**config.mk**
```make
export PLATFORM = sky130hd
export DESIGN_NAME = mem_port_arbiter_flat
export DESIGN_NICKNAME = d
export VERILOG_FILES = /design/src/rtl/mem_port_arbiter_if.sv /design/src/rtl/mem_port_arbiter.sv /design/src/flat_wrapper.sv
export SDC_FILE = /design/constraint.sdc
export NUM_CORES = 1
export LEC_CHECK = 0
export BUFFER_PORTS_ARGS = -buffer_cell sky130_fd_sc_hd__buf_2
export CORE_UTILIZATION = 42
export CTS_CLUSTER_DIAMETER = 150
export DETAILED_ROUTE_END_ITERATION = 10
export PLACE_DENSITY = 0.84
export SLEW_MARGIN = 20
export SYNTH_ARGS = -nofsm -noshare
export SYNTH_HDL_FRONTEND = slang
export SYNTH_SLANG_ARGS = --single-unit
```
**constraint.sdc**
```tcl
create_clock -name clk -period 5.2 [get_ports clk]
set_clock_uncertainty 0.05 [all_clocks]
set_input_delay 1.04 -clock clk [delete_from_list [all_inputs] [get_ports clk]]
set_output_delay 1.04 -clock clk [all_outputs]
set_load 0.01 [all_outputs]
```
**src/rtl/mem_port_arbiter_if.sv**
```systemverilog
// External io bus of the CPU top as seen by the fetch/data port arbiter.
// master = arbiter side, slave = memory/peripheral bus side.
interface mem_port_arbiter_if #(
    parameter int DATA_W = 32
);
    logic [DATA_W-1:0] io_addr;
    logic              io_read;
    logic              io_write;
    logic              burst;
    logic [2:0]        burst_size;
    logic              read_ready;
    logic [DATA_W-1:0] io_wdata;
    logic [1:0]        io_byte_size;
    logic [DATA_W-1:0] io_rdata;
    logic              io_ready;

    modport master (
        output io_addr, io_read, io_write, burst, burst_size, read_ready,
               io_wdata, io_byte_size,
        input  io_rdata, io_ready
    );

    modport slave (
        input  io_addr, io_read, io_write, burst, burst_size, read_ready,
               io_wdata, io_byte_size,
        output io_rdata, io_ready
    );
endinterface

```
**src/rtl/mem_port_arbiter.sv**
```systemverilog
// Shares one single-beat io bus between instruction fetch and data load/store,
// with fetch starvation protection and a per-transaction bus timeout.
module mem_port_arbiter #(
    parameter int DATA_W     = 32,
    parameter int STARVE_MAX = 4,
    parameter int TIMEOUT    = 255
) (
    input  logic              clk,
    input  logic              rst,
    input  logic              inst_read_en,
    input  logic [DATA_W-1:0] inst_read_addr,
    output logic [DATA_W-1:0] inst_rdata,
    output logic              inst_read_ready,
    input  logic              read_en,
    input  logic              write_en,
    input  logic [DATA_W-1:0] mem_addr,
    input  logic [DATA_W-1:0] wdata,
    input  logic [1:0]        byte_size,
    output logic [DATA_W-1:0] rdata,
    output logic              mem_busy,
    output logic              mem_ready,
    mem_port_arbiter_if.master io,
    output logic              bus_err
);
    localparam logic [3:0] STREAK_MAX = STARVE_MAX[3:0];
    localparam logic [9:0] TMO_MAX    = TIMEOUT[9:0];

    typedef enum logic [1:0] {IDLE, INST, DATA, RESP} state_t;

    state_t            state, state_nxt;
    logic              grant_inst, grant_data, done, abort;
    logic              data_req;
    logic [3:0]        streak;
    logic [9:0]        tmo_cnt;
    logic [DATA_W-1:0] addr_q, wdata_q;
    logic [1:0]        size_q;
    logic              read_q, write_q;

    assign data_req = read_en | write_en;
    assign mem_busy = data_req & ~mem_ready;

    assign io.io_addr      = addr_q;
    assign io.io_wdata     = wdata_q;
    assign io.io_byte_size = size_q;
    assign io.io_read      = read_q;
    assign io.io_write     = write_q;
    assign io.read_ready   = read_q;
    assign io.burst        = 1'b0;
    assign io.burst_size   = '0;

    always_ff @(posedge clk or posedge rst) begin
        if (rst) state <= IDLE;
        else     state <= state_nxt;
    end

    always_comb begin
        state_nxt  = state;
        grant_inst = 1'b0;
        grant_data = 1'b0;
        done       = 1'b0;
        abort      = 1'b0;
        case (state)
            IDLE: begin
                // Data normally wins; a saturated streak hands the bus to a waiting fetch.
                if (data_req && !(inst_read_en && streak == STREAK_MAX)) begin
                    grant_data = 1'b1;
                    state_nxt  = DATA;
                end else if (inst_read_en) begin
                    grant_inst = 1'b1;
                    state_nxt  = INST;
                end
            end
            INST, DATA: begin
                if (io.io_ready) begin
                    done      = 1'b1;
                    state_nxt = RESP;
                end else if (TIMEOUT != 0 && tmo_cnt == TMO_MAX) begin
                    abort     = 1'b1;
                    state_nxt = RESP;
                end
            end
            default: state_nxt = IDLE;
        endcase
    end

    always_ff @(posedge clk or posedge rst) begin
        if (rst) begin
            addr_q          <= '0;
            wdata_q         <= '0;
            size_q          <= '0;
            read_q          <= 1'b0;
            write_q         <= 1'b0;
            streak          <= '0;
            tmo_cnt         <= '0;
            inst_rdata      <= '0;
            rdata           <= '0;
            inst_read_ready <= 1'b0;
            mem_ready       <= 1'b0;
            bus_err         <= 1'b0;
        end else begin
            inst_read_ready <= 1'b0;
            mem_ready       <= 1'b0;
            bus_err         <= 1'b0;
            if (grant_inst) begin
                addr_q  <= inst_read_addr;
                wdata_q <= '0;
                size_q  <= 2'b10;
                read_q  <= 1'b1;
                write_q <= 1'b0;
                streak  <= '0;
                tmo_cnt <= 10'd1;
            end else if (grant_data) begin
                addr_q  <= mem_addr;
                wdata_q <= wdata;
                size_q  <= byte_size;
                read_q  <= ~write_en;
                write_q <= write_en;
                if (streak != STREAK_MAX) streak <= streak + 4'd1;
                tmo_cnt <= 10'd1;
            end else if (done || abort) begin
                // Response registers load on entry to RESP so the pulse spans exactly that state.
                read_q  <= 1'b0;
                write_q <= 1'b0;
                tmo_cnt <= '0;
                bus_err <= abort;
                if (state == INST) begin
                    inst_read_ready <= 1'b1;
                    inst_rdata      <= (done && read_q) ? io.io_rdata : '0;
                end else begin
                    mem_ready <= 1'b1;
                    rdata     <= (done && read_q) ? io.io_rdata : '0;
                end
            end else if ((state == INST || state == DATA) && tmo_cnt != '1) begin
                tmo_cnt <= tmo_cnt + 10'd1;
            end
        end
    end
endmodule

```
**src/flat_wrapper.sv**
```systemverilog
// flat-port wrapper written by rule: the top's interface ports become plain ports
module mem_port_arbiter_flat 
#(
    parameter int DATA_W     = 32,
    parameter int STARVE_MAX = 4,
    parameter int TIMEOUT    = 255
)
  (clk, rst, inst_read_en, inst_read_addr, inst_rdata, inst_read_ready, read_en, write_en, mem_addr, wdata, byte_size, rdata, mem_busy, mem_ready, bus_err, io_io_addr, io_io_read, io_io_write, io_burst, io_burst_size, io_read_ready, io_io_wdata, io_io_byte_size, io_io_rdata, io_io_ready);
  mem_port_arbiter_if #(.DATA_W(DATA_W)) io_i ();
  input  logic clk;
  input  logic rst;
  input  logic inst_read_en;
  input  logic [DATA_W-1:0] inst_read_addr;
  output logic [DATA_W-1:0] inst_rdata;
  output logic inst_read_ready;
  input  logic read_en;
  input  logic write_en;
  input  logic [DATA_W-1:0] mem_addr;
  input  logic [DATA_W-1:0] wdata;
  input  logic [1:0] byte_size;
  output logic [DATA_W-1:0] rdata;
  output logic mem_busy;
  output logic mem_ready;
  output logic bus_err;
  output wire logic [$bits(io_i.io_addr)-1:0] io_io_addr;
  output wire logic [$bits(io_i.io_read)-1:0] io_io_read;
  output wire logic [$bits(io_i.io_write)-1:0] io_io_write;
  output wire logic [$bits(io_i.burst)-1:0] io_burst;
  output wire logic [$bits(io_i.burst_size)-1:0] io_burst_size;
  output wire logic [$bits(io_i.read_ready)-1:0] io_read_ready;
  output wire logic [$bits(io_i.io_wdata)-1:0] io_io_wdata;
  output wire logic [$bits(io_i.io_byte_size)-1:0] io_io_byte_size;
  input wire logic [$bits(io_i.io_rdata)-1:0] io_io_rdata;
  input wire logic [$bits(io_i.io_ready)-1:0] io_io_ready;
  assign io_io_addr = io_i.io_addr;
  assign io_io_read = io_i.io_read;
  assign io_io_write = io_i.io_write;
  assign io_burst = io_i.burst;
  assign io_burst_size = io_i.burst_size;
  assign io_read_ready = io_i.read_ready;
  assign io_io_wdata = io_i.io_wdata;
  assign io_io_byte_size = io_i.io_byte_size;
  assign io_i.io_rdata = io_io_rdata;
  assign io_i.io_ready = io_io_ready;
  mem_port_arbiter #(.DATA_W(DATA_W), .STARVE_MAX(STARVE_MAX), .TIMEOUT(TIMEOUT)) u_core (.clk(clk), .rst(rst), .inst_read_en(inst_read_en), .inst_read_addr(inst_read_addr), .inst_rdata(inst_rdata), .inst_read_ready(inst_read_ready), .read_en(read_en), .write_en(write_en), .mem_addr(mem_addr), .wdata(wdata), .byte_size(byte_size), .rdata(rdata), .mem_busy(mem_busy), .mem_ready(mem_ready), .io(io_i), .bus_err(bus_err));
endmodule
```
==> After elaboration in Yosys (flattened, before gate mapping) <==
Cells that the tools add are included.
{ "totals": {"in_bits": 136, "mem_count": 0, "ram_bits": 0, "regBits": 151, "romBits": 0, "word_cells": 92, "latchBits": 0} }
{ "op_classes": {"n_addsub": 2, "n_mul": 0, "div_mod_pow": 0, "magnitude_cmp": 0, "eq_ne": 8, "n_shift": 0, "bitwise_logic": 7, "n_mux": 45, "n_reduce_logical": 17} }
{ "ops": {"columns": ["cell", "n"], "rows": [
  ["32-bit two-way mux", 5],
  ["10-bit two-way mux", 4],
  ["1-bit two-way mux", 26],
  ["2-bit two-way mux", 6],
  ["4-bit two-way mux", 3],
  ["10-bit by 1-bit adder with 10-bit output (second input constant)", 1],
  ["10-bit by 8-bit equality test with 1-bit output (second input constant)", 1],
  ["10-bit != test (second input constant)", 1],
  ["4-bit AND reduction", 2],
  ["3-bit by 2-bit != test with 1-bit output (second input constant)", 2],
  ["1-bit NOT", 5],
  ["4-bit by 1-bit adder with 4-bit output (second input constant)", 1],
  ["4-bit by 3-bit equality test with 1-bit output (second input constant)", 1],
  ["1-bit logical AND", 4],
  ["4-bit by 3-bit != test with 1-bit output (second input constant)", 1],
  ["2-bit case mux with 2 select lines", 1],
  ["2-bit AND reduction", 2],
  ["2-bit nonzero test", 2],
  ["4-bit nonzero test", 1],
  ["3-bit nonzero test", 1],
  ["2-bit by 1-bit equality test with 1-bit output (second input constant)", 1],
  ["2-bit equality test (second input constant)", 1],
  ["2-bit logical NOT", 1],
  ["1-bit logical OR", 2],
  ["other kinds (4)", 4]
]} }

==> Depth between registers and ports, before layout <==
{ "logic_depth": {"word_depth": 8, "mapped_depth": 8, "ltp_nobuf": 6} }

==> Worst setup path after synthesis <==
No wires, ideal clock.
{ "synth_timing": {"path_kind": "input port to flip-flop", "from": "in write_en", "to": "reg u_core.rdata[0]", "required_time_ps": 5029, "path_slack_ps": 2662, "stages": 7, "setup_ps": 121, "arrival_ps": 2367, "path_buffers": 3, "path_cell_list": "buf_6 -> o31a_1 -> or3_1 -> nand2b_4 -> buf_6 -> buf_6 -> a22o_1"} }
{ "synth_between": {"elab_chain_len": 6} }
{ "synth_rtl": {"columns": ["element", "line", "rtl"], "rows": [
  ["start, declared", "flat_wrapper.sv:17", "input logic write_en;"],
  ["1-bit OR (*)", "mem_port_arbiter.sv:39", "assign data_req = read_en | write_en;"],
  ["1-bit logical AND (*)", "mem_port_arbiter.sv:65", "if (data_req && !(inst_read_en && streak == STREAK_MAX)) begin"],
  ["1-bit two-way mux", "mem_port_arbiter.sv:65", null],
  ["1-bit two-way mux", "mem_port_arbiter.sv:62", "case (state)"],
  ["1-bit NOT (no source line)", null, null],
  ["4-bit AND reduction (no source line) (*)", null, null],
  ["end signal, assigned", "mem_port_arbiter.sv:131", "rdata <= (done && read_q) ? io.io_rdata : '0;"],
  ["end, declared", "mem_port_arbiter.sv:19", "output logic [DATA_W-1:0] rdata,"]
]} }
Every way passes the cells marked *; elsewhere a longest branch is shown, timed or not.
A chain may end at the register's enable or synchronous reset.

==> Worst setup path after layout <==
{ "layout_timing": {"from": "in write_en", "to": "out mem_busy"} }
{ "layout_between": {"elab_chain_len": 2} }
{ "layout_rtl": {"columns": ["element", "line", "rtl"], "rows": [
  ["1-bit OR", "mem_port_arbiter.sv:39", null],
  ["1-bit AND", "mem_port_arbiter.sv:40", "assign mem_busy = data_req & ~mem_ready;"],
  ["end, declared", "flat_wrapper.sv:22", "output logic mem_busy;"]
]} }
No other way between the ends.

==> report_table.html <==
<table>
<tr><th>Metric</th><th>Value</th></tr>
<tr><th colspan="2">Yosys</th></tr>
<tr><td>Synthesis-stage register bit count</td><td>151</td></tr>
<tr><td>Largest family of logic cells by synthesized area</td><td>compound AO/OA/AOI/OAI gates</td></tr>
<tr><td>Number of distinct library cells after synthesis</td><td>49</td></tr>
<tr><td>Xor/xnor cell area share of the yosys netlist</td><td>0.437%</td></tr>
<tr><td>Flip-flop cell with the highest count after synthesis</td><td>sky130_fd_sc_hd__dfrtp_1</td></tr>
<tr><td>Count of mapped cells out of synthesis</td><td>462</td></tr>
<tr><td>Simple logic cell fraction of the synthesized area</td><td>4.31%</td></tr>
<tr><td>Sequential fraction of the synthesis area</td><td>62.9%</td></tr>
<tr><td>Yosys warning total</td><td>0</td></tr>
<tr><td>Complex-gate fraction of the synthesized area</td><td>23.5%</td></tr>
<tr><td>Synthesized area</td><td>0.00601 mm²</td></tr>
<tr><td>Top cell type by total area after synthesis</td><td>sky130_fd_sc_hd__dfrtp_1</td></tr>
<tr><td>Cells taking the most area after synthesis</td><td>sky130_fd_sc_hd__dfrtp_1 (63%), sky130_fd_sc_hd__a22o_1 (14%), sky130_fd_sc_hd__a222oi_1 (5.3%)</td></tr>
<tr><td>Per-instance average area after synthesis</td><td>13.0 µm²</td></tr>
<tr><td>FFs w/ async S/R, synth</td><td>100%</td></tr>
<tr><td>Multiplexer fraction of the synthesized cell area</td><td>0.833%</td></tr>
<tr><td>Adder-cell area share of the yosys netlist</td><td>1.25%</td></tr>
<tr><td>Area share of the largest cell type after synthesis</td><td>62.9%</td></tr>
<tr><td>Post-synth EDFFs</td><td>0</td></tr>
<tr><th colspan="2">Worst setup path</th></tr>
<tr><td>Worst-case reg-to-reg path depth</td><td>8</td></tr>
<tr><td>Data arrival time of the critical path</td><td>1680 ps</td></tr>
<tr><td>Worst Path Class, Setup</td><td>in -&gt; out</td></tr>
<tr><td>R2R Setup Slk</td><td>2580 ps</td></tr>
<tr><td>Delay of the slowest critical-path stage</td><td>280 ps</td></tr>
<tr><td>CP Cell Sequence</td><td>buf_2 &gt; nor2_1 &gt; nor2_1 &gt; buf_2</td></tr>
<tr><td>Crit Path Max Fanout</td><td>7</td></tr>
<tr><td>Required @ worst endpoint</td><td>4110 ps</td></tr>
<tr><td>Slowest stage cell on the critical path</td><td>sky130_fd_sc_hd__nor2_1</td></tr>
<tr><td>Element type at the critical path start</td><td>input port</td></tr>
<tr><td>Sort of element at the end of the critical path</td><td>output port</td></tr>
<tr><th colspan="2">Placement</th></tr>
<tr><td>Half-perimeter wire length after detailed placement</td><td>10800 µm</td></tr>
<tr><td>Port Buffers</td><td>272</td></tr>
<tr><td>Placer Congestion</td><td>0.808</td></tr>
<tr><th colspan="2">Clocking</th></tr>
<tr><td>CTS tree</td><td>built</td></tr>
<tr><td>Clock root buffer</td><td>sky130_fd_sc_hd__clkbuf_16</td></tr>
<tr><td>CTS Buffer Depth</td><td>2</td></tr>
<tr><td>Number of gates given a new drive strength after cts</td><td>0</td></tr>
<tr><td>Htree depth</td><td>4</td></tr>
<tr><td>Clock latency of the later-clocked register in the worst-skew pair</td><td>410 ps</td></tr>
<tr><td>Total clock sinks</td><td>151</td></tr>
<tr><td>Post-CTS Setup Bufs</td><td>0</td></tr>
<tr><td>Number of buffers added by the clock tree synthesis step</td><td>17</td></tr>
<tr><td>Cts hold-fix bufs</td><td>0</td></tr>
<tr><td>Clock input transition at the sequential cells of the worst setup and hold paths</td><td>50 ps</td></tr>
<tr><th colspan="2">Cells and area</th></tr>
<tr><td>Relative area change from synthesis to final layout</td><td>34.3%</td></tr>
<tr><td>Fraction of final layout cells sized beyond drive strength 1</td><td>43.3%</td></tr>
<tr><td>Most frequent cells in the layout</td><td>sky130_fd_sc_hd__buf_2 (272), sky130_fd_sc_hd__dfrtp_1 (151), sky130_fd_sc_hd__a22o_1 (95), sky130_fd_sc_hd__inv_1 (41), sky130_fd_sc_hd__a222oi_1 (32)</td></tr>
<tr><td>Leading cell type in the layout, fill and taps excluded</td><td>sky130_fd_sc_hd__buf_2</td></tr>
<tr><td>Number of nets in the finished design</td><td>866</td></tr>
<tr><td>Utilization of the core after routing</td><td>57.9%</td></tr>
<tr><th colspan="2">Hold path</th></tr>
<tr><td>Hold Path Class</td><td>reg -&gt; reg</td></tr>
<tr><td>Number of cells on the worst hold path</td><td>1</td></tr>
<tr><th colspan="2">STA</th></tr>
<tr><td>Shortest period the worst path allows</td><td>2770 ps</td></tr>
<tr><td>Worst max-slew margin expressed relative to the limit</td><td>37.3%</td></tr>
<tr><td>Final sum of negative setup slack</td><td>0 ps</td></tr>
<tr><td>Unrepaired setup endpoints after global routing</td><td>no</td></tr>
<tr><td>Total count of hold-check failures in the final report</td><td>0</td></tr>
<tr><td>Number of slew-limit violations in the final report</td><td>0</td></tr>
<tr><td>Post-route fraction of the period consumed by the critical path</td><td>53.2%</td></tr>
<tr><td>Maximum clock rate</td><td>361 MHz</td></tr>
<tr><td>Total setup violations reported at the end of the flow</td><td>0</td></tr>
<tr><td>Actual transition at the worst max-transition pin</td><td>940 ps</td></tr>
<tr><th colspan="2">Pwr</th></tr>
<tr><td>Peak supply drop</td><td>373 µV</td></tr>
<tr><td>Reported leakage power</td><td>0.00440 µW</td></tr>
<tr><td>Power per unit of standard cell area</td><td>649 mW/mm²</td></tr>
<tr><th colspan="2">Floorplan</th></tr>
<tr><td>Die outline width</td><td>122 µm</td></tr>
<tr><td>Core region area</td><td>0.0139 mm²</td></tr>
<tr><td>Number of core rows</td><td>43</td></tr>
<tr><td>Num ports</td><td>277</td></tr>
<tr><td>Vert. Die Dim</td><td>122 µm</td></tr>
<tr><td>Starting utilization of the core area</td><td>43.1%</td></tr>
<tr><td>Die Outline Area</td><td>0.0148 mm²</td></tr>
<tr><th colspan="2">Route</th></tr>
<tr><td>Iteration count of the initial detailed-routing pass</td><td>9</td></tr>
<tr><td>Routed vias</td><td>4911</td></tr>
<tr><td>First DRT Iteration DRCs</td><td>322</td></tr>
<tr><td>Average vias per placed instance</td><td>5.35</td></tr>
<tr><td>DRT antenna net count</td><td>0</td></tr>
<tr><td>Average wire per standard cell</td><td>17.6 µm</td></tr>
<tr><td>DRC errors left</td><td>0</td></tr>
<tr><td>DRT Wirelength</td><td>16100 µm</td></tr>
<tr><th colspan="2">Job</th></tr>
<tr><td>MaxCap Viol Count</td><td>0</td></tr>
<tr><th colspan="2">Global route</th></tr>
<tr><td>Global-route wire length before repair</td><td>24300 µm</td></tr>
<tr><td>Vias in the first global route</td><td>4800</td></tr>
<tr><td>Total gr overflow</td><td>0</td></tr>
<tr><td>All-layer global routing usage</td><td>21.7%</td></tr>
<tr><td>Antenna violations before repair</td><td>1</td></tr>
<tr><td>Largest net degree at the start of global routing</td><td>80</td></tr>
<tr><th colspan="2">Run status</th></tr>
<tr><td>Outcome</td><td>complete, no violations</td></tr>
</table>
[critical path, delay by kind of cell]
| kind | cells | cell delay, ps |
|---|---|---|
| AND/OR/NAND/NOR | 2 | 340 |
| buffers and inverters | 2 | 290 |
[flip-flops by register name, summed over array words and instances, names as in the netlist]
name	count
u_core.inst_rdata	32
u_core.io.io_addr	32
u_core.io.io_wdata	32
u_core.rdata	32
u_core.tmo_cnt	10
u_core.streak	4
u_core.io.io_byte_size	2
u_core.state	2
u_core.bus_err	1
u_core.inst_read_ready	1
u_core.io.io_read	1
u_core.io.io_write	1
u_core.mem_ready	1
[layer usage]
layer | GRT usage (%) | vias up | routed length [µm]
li1 | - | 2273 | -
met1 | 26.1 | 2392 | 6660
met2 | 36.3 | 224 | 7910
met3 | 6.93 | 22 | 1180
met4 | 8.41 | 0 | 384
met5 | 0 | - | 0
[where the power goes]
| group | switching (µW) | internal [µW] | total [µW] |
|---|---|---|---|
| Sequential | 298 | 1690 | 1990 |
| Combinational | 1100 | 938 | 2040 |
| Clock | 470 | 746 | 1220 |
[metrics by stage]
step | cells | hold slack (ps) | power (µW) | instance area (µm²) | worst slack, ps
after floorplan | 465 | 440 | 3220 | 6020 | 45.3
after global placement | 884 | 422 | 3930 | 7440 | 1910
after detailed placement | 884 | 426 | 3990 | 7440 | 1840
after CTS | 916 | 448 | 5250 | 8040 | 2220
after global routing | 918 | 453 | 5550 | 8070 | 2380
final | 918 | 447 | 5240 | 8070 | 2430
[synthesized netlist by cell type, drive strengths merged, types with 3 or more instances]
cell type	number
nor2	17
ha	6
o21ai	8
nand2	7
or3	5
mux2i	5
xnor2	3
nor3	3
nand3	4
a222oi	32
inv	42
a22o	95
a21oi	9
clkbuf	19
buf	22
dfrtp	151
nor4	3
[final cells by class]
cell class / count / area, µm²
diodes: 1 / 2.50
clock buffers: 22 / 474
clock inverters: 10 / 119
fillers: 1148 / 5870
inverters: 42 / 163
multi-input cells: 231 / 1860
flip-flops and latches: 151 / 3780
well taps: 180 / 225
repair buffers: 281 / 1450
[cell families after synthesis]
group / after synthesis
AO/OA/AOI/OAI: 164
XOR/XNOR: 3
adder cells (fa/ha/maj): 6
buffers and inverters: 83
flip-flops: 151
multiplexers: 5
other: 1
AND/OR/NAND/NOR: 49
[worst paths after layout]
check / startpoint / to
setup / recovery: write_en / mem_busy
hold / removal: u_core.rdata[9] / u_core.rdata[9]
setup reg to reg: u_core.state[1] / u_core.io.io_wdata[3]
hold reg to reg: u_core.rdata[9] / u_core.rdata[9]
max in group asynchronous: rst / u_core.state[1]
min in group asynchronous: rst / u_core.io.io_wdata[2]
No activity file was read; power rests on OpenSTA's default activity.
